<file path="config.mk">
export PLATFORM = sky130hd
export DESIGN_NAME = cr_req_arb
export DESIGN_NICKNAME = d
export VERILOG_FILES = /design/src/rtl/cr_pkg.sv /design/src/rtl/cr_sync.sv /design/src/rtl/cr_req_arb.sv
export SDC_FILE = /design/constraint.sdc
export NUM_CORES = 1
export LEC_CHECK = 0
export BUFFER_PORTS_ARGS = -buffer_cell sky130_fd_sc_hd__buf_2
export CAP_MARGIN = 10
export CELL_PAD_IN_SITES_DETAIL_PLACEMENT = 1
export CELL_PAD_IN_SITES_GLOBAL_PLACEMENT = 2
export CORE_MARGIN = 2
export CORE_UTILIZATION = 37
export DETAILED_ROUTE_END_ITERATION = 12
export PLACE_DENSITY = 0.81
export SETUP_SLACK_MARGIN = 0.15
export SYNTH_ARGS = -nofsm -noshare
export SYNTH_HDL_FRONTEND = slang
export SYNTH_SLANG_ARGS = --single-unit
</file>
<file path="constraint.sdc">
create_clock -name Clk -period 3.45 [get_ports Clk]
set_input_delay 0.345 -clock Clk [delete_from_list [all_inputs] [get_ports Clk]]
set_output_delay 0.345 -clock Clk [all_outputs]
set_load 0.02 [all_outputs]
</file>
<file path="src/rtl/cr_pkg.sv">
// cr_pkg: shared types and helpers for the cr_* request/grant blocks.
//   cr_state_e : arbiter FSM state encoding
//   clog2()    : ceil(log2(n)), minimum 1, usable in constant expressions
package cr_pkg;

    typedef enum logic [1:0] {
        ST_IDLE    = 2'd0,
        ST_GRANT   = 2'd1,
        ST_RELEASE = 2'd2
    } cr_state_e;

    function automatic int clog2(input int n);
        int r;
        r = 1;
        for (int i = 1; i < 31; i++) begin
            if ((1 << i) < n) r = i + 1;
        end
        return r;
    endfunction

endpackage

</file>
<file path="src/rtl/cr_sync.sv">
// cr_sync: 2-flop synchronizer for a vector of independent async bits.
//   i_clk    : destination clock
//   i_rst_n  : active-low reset (async when pRstMode=0, sync otherwise)
//   i_d      : asynchronous input bits
//   o_q      : synchronized bits, two destination-clock edges of latency
module cr_sync #(
    parameter int pWidth   = 1,
    parameter int pRstMode = 0
) (
    input  logic              i_clk,
    input  logic              i_rst_n,
    input  logic [pWidth-1:0] i_d,
    output logic [pWidth-1:0] o_q
);

    logic [pWidth-1:0] r_meta;
    logic [pWidth-1:0] r_sync;

    generate
        if (pRstMode == 0) begin : g_async
            always_ff @(posedge i_clk or negedge i_rst_n) begin
                if (!i_rst_n) begin
                    r_meta <= '0;
                    r_sync <= '0;
                end else begin
                    r_meta <= i_d;
                    r_sync <= r_meta;
                end
            end
        end else begin : g_sync
            always_ff @(posedge i_clk) begin
                if (!i_rst_n) begin
                    r_meta <= '0;
                    r_sync <= '0;
                end else begin
                    r_meta <= i_d;
                    r_sync <= r_meta;
                end
            end
        end
    endgenerate

    assign o_q = r_sync;

endmodule

</file>
<file path="src/rtl/cr_req_arb.sv">
// cr_req_arb: round-robin arbiter for requesters in foreign clock domains,
// each running a four-phase Req/Ack handshake. Req is synchronized, one
// requester at a time is granted to the local owner, and Ack is returned
// only after the owner pulses Done.
//   Clk, Rst_n : local clock, async active-low reset
//   Req        : per-requester request (async to Clk)
//   Ack        : per-requester acknowledge (registered)
//   Gnt/GntVld/GntIdx : one-hot grant, valid, index (0 when not valid)
//   Done       : owner pulse ending the grant
//   Abort      : pulse, granted requester withdrew before Done
//   Err        : pulse, release timeout
// Optional feature macro: CR_REQ_ARB_TIMEOUT_EN enables the release timeout
// and per-requester masking; otherwise RELEASE waits forever and Err is 0.
module cr_req_arb
    import cr_pkg::*;
#(
    parameter int pReqs     = 4,
    parameter int pTimeoutW = 8
) (
    input  logic                      Clk,
    input  logic                      Rst_n,
    input  logic [pReqs-1:0]          Req,
    output logic [pReqs-1:0]          Ack,
    output logic [pReqs-1:0]          Gnt,
    output logic                      GntVld,
    output logic [clog2(pReqs)-1:0]   GntIdx,
    input  logic                      Done,
    output logic                      Abort,
    output logic                      Err
);

    localparam int IW = clog2(pReqs);

    // First set bit strictly after 'last', cyclically. Scanning from the
    // farthest candidate to the nearest lets the nearest one win.
    function automatic logic [IW-1:0] rr_pick(input logic [pReqs-1:0] req,
                                              input logic [IW-1:0]    last);
        logic [IW-1:0] sel;
        int            idx;
        sel = last;
        for (int k = pReqs; k >= 1; k--) begin
            idx = (int'(last) + k) % pReqs;
            if (req[idx]) sel = IW'(idx);
        end
        return sel;
    endfunction

    cr_state_e          r_state, w_nxt_state;
    logic [IW-1:0]      r_last,  w_nxt_last;   // also the granted index g
    logic [pReqs-1:0]   r_ack,   w_nxt_ack;
    logic [pReqs-1:0]   r_gnt,   w_nxt_gnt;
    logic               r_gvld,  w_nxt_gvld;
    logic [IW-1:0]      r_gidx,  w_nxt_gidx;
    logic               r_abort, w_nxt_abort;

    logic [pReqs-1:0]   w_reqs;
    logic [pReqs-1:0]   w_elig;
    logic [IW-1:0]      w_pick;
    logic [pReqs-1:0]   w_pick_oh;
    logic               w_g_req;

    cr_sync #(
        .pWidth   (pReqs),
        .pRstMode (0)
    ) u_sync (
        .i_clk   (Clk),
        .i_rst_n (Rst_n),
        .i_d     (Req),
        .o_q     (w_reqs)
    );

`ifdef CR_REQ_ARB_TIMEOUT_EN
    logic [pTimeoutW-1:0] r_cnt,  w_nxt_cnt;
    logic [pTimeoutW-1:0] w_cnt_inc;
    logic [pReqs-1:0]     r_mask, w_nxt_mask;
    logic                 r_err,  w_nxt_err;

    assign w_cnt_inc = r_cnt + 1'b1;
    assign w_elig    = w_reqs & ~r_mask;
    assign Err       = r_err;
`else
    logic w_unused_tmo;
    assign w_unused_tmo = (pTimeoutW > 0);
    assign w_elig       = w_reqs;
    assign Err          = 1'b0;
`endif

    assign w_pick    = rr_pick(w_elig, r_last);
    assign w_pick_oh = {{(pReqs-1){1'b0}}, 1'b1} << w_pick;
    assign w_g_req   = w_reqs[r_last];

    always_comb begin
        w_nxt_state = r_state;
        w_nxt_last  = r_last;
        w_nxt_ack   = r_ack;
        w_nxt_gnt   = r_gnt;
        w_nxt_gvld  = r_gvld;
        w_nxt_gidx  = r_gidx;
        w_nxt_abort = 1'b0;
`ifdef CR_REQ_ARB_TIMEOUT_EN
        w_nxt_cnt   = r_cnt;
        w_nxt_err   = 1'b0;
        // A masked requester becomes eligible again once its Req is seen low.
        w_nxt_mask  = r_mask & w_reqs;
`endif
        case (r_state)
            ST_IDLE: begin
                if (|w_elig) begin
                    w_nxt_gnt   = w_pick_oh;
                    w_nxt_gvld  = 1'b1;
                    w_nxt_gidx  = w_pick;
                    w_nxt_last  = w_pick;
                    w_nxt_state = ST_GRANT;
                end
            end
            ST_GRANT: begin
                // Withdrawal wins over a simultaneous Done.
                if (!w_g_req) begin
                    w_nxt_gnt   = '0;
                    w_nxt_gvld  = 1'b0;
                    w_nxt_gidx  = '0;
                    w_nxt_abort = 1'b1;
                    w_nxt_state = ST_IDLE;
                end else if (Done) begin
                    w_nxt_gnt   = '0;
                    w_nxt_gvld  = 1'b0;
                    w_nxt_gidx  = '0;
                    w_nxt_ack   = r_gnt;
                    w_nxt_state = ST_RELEASE;
`ifdef CR_REQ_ARB_TIMEOUT_EN
                    w_nxt_cnt   = '0;
`endif
                end
            end
            ST_RELEASE: begin
                if (!w_g_req) begin
                    w_nxt_ack   = '0;
                    w_nxt_state = ST_IDLE;
                end
`ifdef CR_REQ_ARB_TIMEOUT_EN
                // Fires on the edge where the counter would reach all-ones.
                else if (&w_cnt_inc) begin
                    w_nxt_ack          = '0;
                    w_nxt_err          = 1'b1;
                    w_nxt_mask[r_last] = 1'b1;
                    w_nxt_cnt          = '0;
                    w_nxt_state        = ST_IDLE;
                end else begin
                    w_nxt_cnt   = w_cnt_inc;
                end
`endif
            end
            default: begin
                w_nxt_gnt   = '0;
                w_nxt_gvld  = 1'b0;
                w_nxt_gidx  = '0;
                w_nxt_ack   = '0;
                w_nxt_state = ST_IDLE;
            end
        endcase
    end

    always_ff @(posedge Clk or negedge Rst_n) begin
        if (!Rst_n) begin
            r_state <= ST_IDLE;
            r_last  <= IW'(pReqs - 1);
            r_ack   <= '0;
            r_gnt   <= '0;
            r_gvld  <= 1'b0;
            r_gidx  <= '0;
            r_abort <= 1'b0;
`ifdef CR_REQ_ARB_TIMEOUT_EN
            r_cnt   <= '0;
            r_mask  <= '0;
            r_err   <= 1'b0;
`endif
        end else begin
            r_state <= w_nxt_state;
            r_last  <= w_nxt_last;
            r_ack   <= w_nxt_ack;
            r_gnt   <= w_nxt_gnt;
            r_gvld  <= w_nxt_gvld;
            r_gidx  <= w_nxt_gidx;
            r_abort <= w_nxt_abort;
`ifdef CR_REQ_ARB_TIMEOUT_EN
            r_cnt   <= w_nxt_cnt;
            r_mask  <= w_nxt_mask;
            r_err   <= w_nxt_err;
`endif
        end
    end

    assign Ack    = r_ack;
    assign Gnt    = r_gnt;
    assign GntVld = r_gvld;
    assign GntIdx = r_gidx;
    assign Abort  = r_abort;

endmodule
</file>
==> out/qor.yml, run 1 <==
status:
  failed_checks: "hold timing"
  status: "finished, violations left"
global_routing:
  overflow: 0
  grtUsageTotal_pct: 13.3
  grt_pass1_wl_um: 3230
  grt_max_degree: 25
  grt_pass1_vias: 674
  antenna_found_initial: 0
timing:
  relSlewSlack_pct: 65.1
  rsz0062_at_grt: "false"
  fmax_ghz: 0.548
  setup_viol: 0
  hold_viol_final: 22
  worst_pin_slew_ps: 523
  skew_ps: 5.44
  period_needed_ps: 1830
  timing.final.crit_share_pct: 52.9
  maxSlewViolCount: 0
  fin_setup_tns_ps: 0
  whs_ps: -7.46
route:
  route.detailed.drc: 0
  met2_length_um: 941
  antenna_left: 0
  first_pass_iters: 4
  vias: 678
  wl_met3_um: 83
  via_per_inst: 5.30
  drt-initial-drc-count: 11
  wl_per_cell_um: 14.8
  wl_um: 1890
  wl_met1_um: 846
  top_layer_used: "met4"
worst_setup_path:
  critical_path_class: "reg -> reg"
  crit_slowest_cell: "mux4_2"
  cp_max_fo: 9
  crit_buf_inv: 0
  crit_family: "multiplexers"
  worstPathRequired_ps: 3660
  start_kind: "flip-flop"
  slowest_delay_ps: 630
  cp.arrival_ps: 2040
  end_kind: "flip-flop"
  crit_path_cell_trace: "mux4_2 -> a21oi_4 -> nor2_2 -> a32o_1"
power:
  peakVddDrop_uv: 420
  internal_power_uw: 617
  power_frac_clock_pct: 13.7
  seqPwrFrac_pct: 43.8
  p_sw_uw: 426
  combPwrFrac_pct: 42.5
  p_per_area_nw_per_um2: 916
  finalPower_uw: 1040
  leakage_uw: 0.000559
  p_sw_share_pct: 40.9
synthesis:
  avgSynthCellArea_sq_um: 12.7
  ys_ff_latch: 24
  synth_edf_count: 0
  yosys_warnings: 0
  synthCells: 78
  synth_nets: 85
  netlist_area_sq_um: 987
  synth-main-ff-cell: "dfrtp_1"
  async_flop_share_pct: 100
  ys_types: 31
  seq_area_frac_synth_pct: 61.1
floorplanning:
  fp.dieH_um: 55.7
  pin_count: 20
  start_util_pct: 39.5
  die_w_um: 55.7
  rows: 18
  core_region_area_sq_um: 2500
  die-area_sq_um: 3100
layout:
  layout-drive-gt1-share_pct: 30.6
  nets: 106
  n_antenna_cell: 0
  area_delta_synth_final_pct: 15.3
cts:
  ctsResizeCount: 0
  htree_levels: 1
  cts_tree: "done"
  cts_setup_buffers: 0
  clock_path_buffers: 2
  cts.sinks: 24
  cts_made_buffers: 3
  clk_latency_ps: 300
  cts_root_buf: "clkbuf_4"
  path_clk_slew_ps: 120
  ctsHoldBuffers: 0
placement:
  port_buffers: 18
  place_congestion: 0.739
  post-dp-hpwl_um: 1440
run:
  max_cap_viol_count: 0
worst_hold_path:
  hold_class: "in -> async"
==> final timing paths <==
check,startpoint,to,slack (ps),depth (start not counted)
worst min-delay path,Rst_n,Ack[3],-7,1
worst max register to register,r_last[0],Gnt[0],1620,4
worst min register to register,u_sync.r_meta[1],u_sync.o_q[1],360,0
min in group Clk,Req[3],u_sync.r_meta[3],140,1
max in group asynchronous,Rst_n,r_last[0],3090,1
worst max-delay path,r_last[0],Gnt[0],1620,4
==> worst reg2reg max path, cell delays in order (launching register included) <==
cell     delay, ps
dfstp_2        590
mux4_2         640
a21oi_4        210
nor2_2          90
a32o_1         220
==> power groups by stage <==
stage / clock network, uW / logic [uW] / registers, uW
after global routing: 163 / 484 / 477
after CTS: 149 / 450 / 461
final: 142 / 443 / 457
after global placement: 0 / 439 / 460
after floorplan: 0 / 274 / 504
after detailed placement: 0 / 447 / 466
==> cell usage in the layout (no fill, tap or decap), drive strengths merged <==
| cell | instances |
|---|---|
| dfrtp | 22 |
| buf | 18 |
| a22o | 9 |
| nor2 | 7 |
| nand2 | 6 |
| clkbuf | 4 |
| a21oi | 4 |
| inv | 3 |
| o21ai | 2 |
| nor2b | 2 |
| o2bb2ai | 2 |
| a21o | 2 |
| dfstp | 2 |
| mux4 | 1 |
| nor3 | 1 |
| a211o | 1 |
| mux2i | 1 |
| nand2b | 1 |
| or2b | 1 |
| a311oi | 1 |
| and3b | 1 |
| or3 | 1 |
| o31ai | 1 |
| a211oi | 1 |
| a32o | 1 |
| o21a | 1 |
| o32ai | 1 |
| conb | 1 |
==> kinds of logic after synthesis <==
family / synth area share, %
compound gates: 22.9
other cells: 0.380
mux: 3.30
buf+inv: 2.41
simple gates: 9.89
flops: 61.1
==> per-stage QoR <==
stage | cell area [sq um] | hold slack [ps] | setup WS [ps] | cells | utilization (%)
after global routing | 1140 | 4.44 | 1550 | 128 | 45.5
after floorplan | 987 | 49.4 | 1740 | 78 | -
after detailed placement | 1100 | 336 | 1630 | 124 | 44.1
final | 1140 | -7.46 | 1620 | 128 | 45.5
after global placement | 1100 | 331 | 1670 | 124 | 44.1
after CTS | 1140 | 3.30 | 1620 | 128 | 45.5
==> registers in the layout, summed over array words and instances (netlist names) <==
name,cells
Abort,1
Ack,4
Gnt,4
GntIdx,2
GntVld,1
r_last,2
r_state,2
u_sync.o_q,4
u_sync.r_meta,4
==> final cells by class <==
type	count	area, sq um
well taps	30	37.5
flip-flops and latches	24	603
clock buffers	4	36.3
fillers	278	1360
repair buffers	18	90.1
inverters	3	11.3
multi-input cells	49	360
==> Yosys cell counts (2+ instances only) <==
library cell | instances | share of area [%]
nor2_1 | 6 | 2.3
dfrtp_1 | 22 | 56
nand2_1 | 6 | 2.3
o21ai_1 | 2 | 1.0
dfstp_2 | 2 | 5.3
a21o_1 | 2 | 1.5
nor2b_1 | 2 | 1.3
a22o_1 | 9 | 8.0
inv_1 | 3 | 1.1
a21oi_1 | 2 | 1.0
o2bb2ai_1 | 2 | 1.8
==> routing by layer <==
layer | GRT usage, % | vias up
met5 | 0 | -
met4 | 6.27 | 0
met3 | 2.33 | 2
met2 | 20.9 | 15
met1 | 17.9 | 337
li1 | - | 324
Power figures use the tool's default switching activity.
==> run 2: changes to the inputs <==
--- a/config.mk
+++ b/config.mk
@@ -10,9 +10,9 @@
 export CELL_PAD_IN_SITES_DETAIL_PLACEMENT = 1
 export CELL_PAD_IN_SITES_GLOBAL_PLACEMENT = 2
 export CORE_MARGIN = 2
-export CORE_UTILIZATION = 37
+export CORE_UTILIZATION = 31
 export DETAILED_ROUTE_END_ITERATION = 12
-export PLACE_DENSITY = 0.81
+export PLACE_DENSITY = 0.73
 export SETUP_SLACK_MARGIN = 0.15
 export SYNTH_ARGS = -nofsm -noshare
 export SYNTH_HDL_FRONTEND = slang
==> constraint.sdc (replaced) <==
create_clock -name Clk -period 1.6 [get_ports Clk]
set_input_delay 0.16 -clock Clk [delete_from_list [all_inputs] [get_ports Clk]]
set_output_delay 0.16 -clock Clk [all_outputs]
set_load 0.02 [all_outputs]
==> out/qor.yml, run 2 (synthesis gave the netlist of run 1 again) <==
worst_setup_path:
  worstPathRequired_ps: 1820  # -1840 ps
  cp.arrival_ps: 1940  # -100 ps
  crit_buf_inv: 0  # unchanged
  crit_slowest_cell: "dfstp_2"
  start_kind: "flip-flop"
  crit_path_cell_trace: "mux4_2 -> a21oi_4 -> nor2_4 -> a32o_1"
  critical_path_class: "reg -> reg"
  slowest_delay_ps: 580  # -50 ps
  cp_max_fo: 5  # -4
  end_kind: "flip-flop"
  crit_family: "flip-flops"
route:
  via_per_inst: 4.73  # -11%
  wl_um: 2160  # +14%
  wl_per_cell_um: 13.4  # -9.2%
  first_pass_iters: 4  # unchanged
  route.detailed.drc: 0  # unchanged
  vias: 762  # +12%
  drt-initial-drc-count: 12  # +1
  antenna_left: 0  # unchanged
run:
  max_cap_viol_count: 0  # unchanged
power:
  p_per_area_nw_per_um2: 1930  # +110%
  peakVddDrop_uv: 1050  # +150%
  leakage_uw: 0.000659  # +18%
placement:
  placed_area_sq_um: 1210  # +9.5%
  place_congestion: 0.733  # -0.77%
  placed_cells: 149  # +20%
  post-dp-hpwl_um: 1530  # +6.3%
  port_buffers: 18  # unchanged
cts:
  cts.sinks: 24  # unchanged
  path_clk_slew_ps: 130  # about the same
  clock_path_buffers: 2  # unchanged
  cts_made_buffers: 3  # unchanged
  htree_levels: 1  # unchanged
  cts_root_buf: "clkbuf_4"
  cts_tree: "done"
  clk_latency_ps: 320  # +20 ps
global_routing:
  antenna_found_initial: 0  # unchanged
  grt_pass1_vias: 794  # +18%
  grtUsageTotal_pct: 14.0  # +0.68 points
  overflow: 0  # unchanged
  grt_max_degree: 25  # unchanged
  grt_pass1_wl_um: 3680  # +14%
status:
  failed_checks: "setup timing"
  status: "finished, violations left"
layout:
  fin_util_pct: 44.7  # -0.87 points
  final_cells: 161  # +26%
  nets: 125  # +18%
  n_antenna_cell: 0  # unchanged
  layout-drive-gt1-share_pct: 42.7  # +12 points
  fill_cells: 349  # +26%
  layout.cells.most_common: "dfrtp_1"
  finalInstanceArea_sq_um: 1360  # +20%
  area_delta_synth_final_pct: 38.1
  final_cell_mix: "dfrtp_1 (22), buf_2 (18), buf_4 (12), a22o_1 (9), nand2_1 (6)"
timing:
  relSlewSlack_pct: 64.9  # -0.25 points
  setup_viol: 14  # +14
  layout_setup_ws_ps: -121  # -1740 ps
  hold_viol_final: 0  # -100%
  period_needed_ps: 1720  # -105 ps
  timing.final.crit_share_pct: 108  # +55 points
  fmax_ghz: 0.581  # +6.1%
  whs_ps: 204  # +212 ps
  worst_pin_slew_ps: 527  # +3.69 ps
  rsz0062_at_grt: "true"
  skew_ps: 6.05  # +0.608 ps
  maxSlewViolCount: 0  # unchanged
floorplanning:
  die-area_sq_um: 3650  # +18%
  pin_count: 20  # unchanged
  rows: 20  # +2
  start_util_pct: 32.3  # -7.2 points
  core_region_area_sq_um: 3050  # +22%
  fp.dieH_um: 60.4  # +8.6%
  die_w_um: 60.4  # +8.6%
worst_hold_path:
  hold_class: "in -> reg"
run 2: layout make-up:
class                      instances  area, sq um  area share [%]
sequential                        24          603            44.2
timing repair buffer              37          253            18.5
inverter                           3         11.3           0.826
clock buffer                       4         36.3            2.66
tap                               44         55.1            4.04
multi-input combinational         49          405            29.7
run 2: path summary, 6_finish.rpt:
kind                                  start             to  slack, ps  cells past startpoint
min in group asynchronous             Rst_n     r_state[1]        340                      2
hold / removal                         Done     r_state[0]        200                      4
setup reg to reg                  r_last[0]         Gnt[0]       -120                      4
hold reg to reg            u_sync.r_meta[0]  u_sync.o_q[0]        360                      0
setup / recovery                  r_last[0]         Gnt[0]       -120                      4
max in group asynchronous             Rst_n      r_last[1]        890                      2
run 2: power by group:
part	leakage (uW)	internal [uW]	switching, uW
combinational	0.000342	637	696
clock	0.0000210	139	182
sequential	0.000296	807	172
total	0.000659	1580	1050
run 2: layer usage:
metal  vias to the layer above  track usage [%]  part of all wire, %
li1                        360                -                    -
met1                       380             17.3                   43
met2                        20             23.4                   51
met3                         2             2.56                  4.5
met4                         0             7.45                  1.2
met5                         -                0                    0
run 2: metrics by stage:
stage / power (uW) / TNS, ps / setup WS, ps
after detailed placement: 2150 / -451 / -107
after global routing: 2830 / -2070 / -194
after CTS: 2610 / -1110 / -130
final: 2630 / -1050 / -121
after global placement: 2110 / -125 / -57.8
after floorplan: 1690 / -359 / -109
run 2: what timing repair did:
item	CTS	global route
buffers inserted	3	0
pin swaps	0	4
hold buffers	5	0
hold endpoints to repair	26	0
setup endpoints to repair	16	16
resized for setup	5	5
run 2: tightest hold or removal path, cell delays in order:
cell	delay [ps]
buf_2	130
nor2_1	90
nand2_1	70
nand2_1	50
==> run 3: changes to the inputs <==
--- a/config.mk
+++ b/config.mk
@@ -13,7 +13,7 @@
 export CORE_UTILIZATION = 31
 export DETAILED_ROUTE_END_ITERATION = 12
 export PLACE_DENSITY = 0.73
-export SETUP_SLACK_MARGIN = 0.15
+export SETUP_SLACK_MARGIN = 0.1
 export SYNTH_ARGS = -nofsm -noshare
 export SYNTH_HDL_FRONTEND = slang
 export SYNTH_SLANG_ARGS = --single-unit
==> out/qor.yml, run 3 (synthesis gave the netlist of run 1 again) <==
status:
  status: "finished, violations left"
  failed_checks: "setup timing"
cts:
  cts.sinks: 24  # unchanged
  cts_root_buf: "clkbuf_4"
  cts_made_buffers: 3  # unchanged
  cts_tree: "done"
  clock_path_buffers: 2  # unchanged
  path_clk_slew_ps: 120  # about the same
  clk_latency_ps: 310  # about the same
  htree_levels: 1  # unchanged
power:
  finalPower_uw: 2550  # -3.3%
  peakVddDrop_uv: 913  # -13%
  p_per_area_nw_per_um2: 1910  # -0.83%
  leakage_uw: 0.000648  # -1.6%
route:
  drt-initial-drc-count: 13  # +1
  route.detailed.drc: 0  # unchanged
  vias: 763  # +0.13%
  first_pass_iters: 4  # unchanged
  wl_per_cell_um: 14.2  # +5.7%
  wl_um: 2270  # +5.1%
  via_per_inst: 4.77  # +0.76%
  antenna_left: 0  # unchanged
placement:
  port_buffers: 18  # unchanged
  place_congestion: 0.731  # -0.19%
  placed_cells: 148  # -0.67%
  post-dp-hpwl_um: 1590  # +4.2%
  placed_area_sq_um: 1190  # -1.0%
worst_setup_path:
  crit_family: "flip-flops"
  cp.arrival_ps: 1910  # -30 ps
  crit_path_cell_trace: "mux4_2 -> a21oi_4 -> nor2_2 -> a32o_1"
  worst-r2r-setup-slack_ps: -100  # +20 ps
  end_kind: "flip-flop"
  reg2reg_depth: 4  # unchanged
  r2r_end: "Gnt[0]"
  critPathLaunch: "r_last[0]"
  worst-path-stages: 4  # unchanged
  crit_end: "Gnt[0]"
  r2r_start: "r_last[0]"
  critical_path_class: "reg -> reg"
  worstPathRequired_ps: 1810  # about the same
  cp_max_fo: 5  # unchanged
  crit_buf_inv: 0  # unchanged
  slowest_delay_ps: 570  # about the same
  start_kind: "flip-flop"
  crit_slowest_cell: "dfstp_2"
layout:
  multiInputGateArea_sq_um: 388  # -4.3%
  nets: 125  # unchanged
  area_delta_synth_final_pct: 34.7
  regArea_sq_um: 603  # unchanged
  layout-drive-gt1-share_pct: 40.5  # -2.2 points
  fill_cells: 361  # +3.4%
  finalInstanceArea_sq_um: 1330  # -2.5%
  n_antenna_cell: 0  # unchanged
  final_cell_mix: "dfrtp_1 (22), buf_2 (18), buf_4 (11), a22o_1 (9)"
  layout.cells.most_common: "dfrtp_1"
  final_cells: 160  # -0.62%
  fin_util_pct: 43.6  # -1.1 points
floorplanning:
  pin_count: 20  # unchanged
  rows: 20  # unchanged
  core_region_area_sq_um: 3050  # unchanged
  fp.dieH_um: 60.4  # unchanged
  die-area_sq_um: 3650  # unchanged
  start_util_pct: 32.3  # unchanged
  die_w_um: 60.4  # unchanged
global_routing:
  antenna_found_initial: 0  # unchanged
  grt_pass1_wl_um: 3640  # -0.92%
  grt_max_degree: 25  # unchanged
  grt_pass1_vias: 806  # +1.5%
  grtUsageTotal_pct: 13.7  # -0.32 points
  overflow: 0  # unchanged
timing:
  period_needed_ps: 1700  # -20.5 ps
  skew_ps: 3.82  # -2.23 ps
  timing.final.crit_share_pct: 106  # -1.3 points
  fmax_ghz: 0.588  # +1.2%
  maxSlewViolCount: 0  # unchanged
  worst_pin_slew_ps: 537  # +10.1 ps
  fin_setup_tns_ps: -839  # +214 ps
  hold_viol_final: 0  # unchanged
  rsz0062_at_grt: "true"
  layout_setup_ws_ps: -100  # +20.5 ps
  relSlewSlack_pct: 64.2  # -0.68 points
  setup_viol: 14  # unchanged
run:
  max_cap_viol_count: 0  # unchanged
worst_hold_path:
  hold_class: "in -> reg"
## run 3: cell types whose count changed in the layout (fill, tap and decap cells not counted)
| cell | delta |
|---|---|
| clkbuf_8 | -1 |
| o31ai_2 | +1 |
| and3b_1 | +1 |
| nor2_4 | -1 |
| clkbuf_2 | +1 |
| o31ai_4 | -1 |
| buf_4 | -1 |
| nor2_1 | +1 |
| and3b_2 | -1 |
## run 3: report_power, final
part	internal [uW]	switching, uW	leakage (uW)
registers	807	177	0.000296
clock network	88.1	170	0.0000138
logic	626	679	0.000338
## run 3: worst min path at each step
stage | startpoint | to | slack, ps | cells past startpoint
after floorplan | Rst_n | Abort | -140 | 0
after global placement | Rst_n | r_state[1] | 170 | 1
after detailed placement | Rst_n | Abort | 180 | 1
after CTS | Done | r_state[0] | 220 | 4
after global routing | Done | r_state[0] | 230 | 4
final | Done | r_state[0] | 220 | 4
## run 3: area by class of cell
type / instances / area share (%)
well taps: 44 / 4.14
flip-flops and latches: 24 / 45.3
multi-input cells: 49 / 29.2
inverters: 3 / 0.847
clock buffers: 3 / 1.69
repair buffers: 37 / 18.8
## run 3: per-stage QoR
| step | hold WS, ps | worst slack (ps) |
|---|---|---|
| 2_1_floorplan | -136 | -109 |
| 3_3_place_gp | 175 | -59.7 |
| 3_5_place_dp | 179 | -114 |
| 4_1_cts | 216 | -114 |
| 5_1_grt | 229 | -161 |
| 6_report | 218 | -100 |
## run 3: repair_timing
item | 4_1_cts | 5_1_grt
pin swaps | 1 | 3
hold buffers | 5 | 0
buffers inserted | 2 | 2
endpoints found under the setup margin | 14 | 16
endpoints found under the hold margin | 26 | 0
gates resized for setup | 4 | 3
## run 3: worst reg2reg max path, cell delays in order (launching register included)
cell     delay, ps
dfstp_2        570
mux4_2         570
a21oi_4        160
nor2_2          80
a32o_1         220
## run 3: routing by layer
layer / part of all wire, % / up-vias / global-route usage, %
met5: 0 / - / 0
met4: 1.2 / 0 / 5.59
met3: 2.9 / 4 / 2.56
met2: 50 / 13 / 23.8
met1: 45 / 388 / 16.8
li1: - / 358 / -
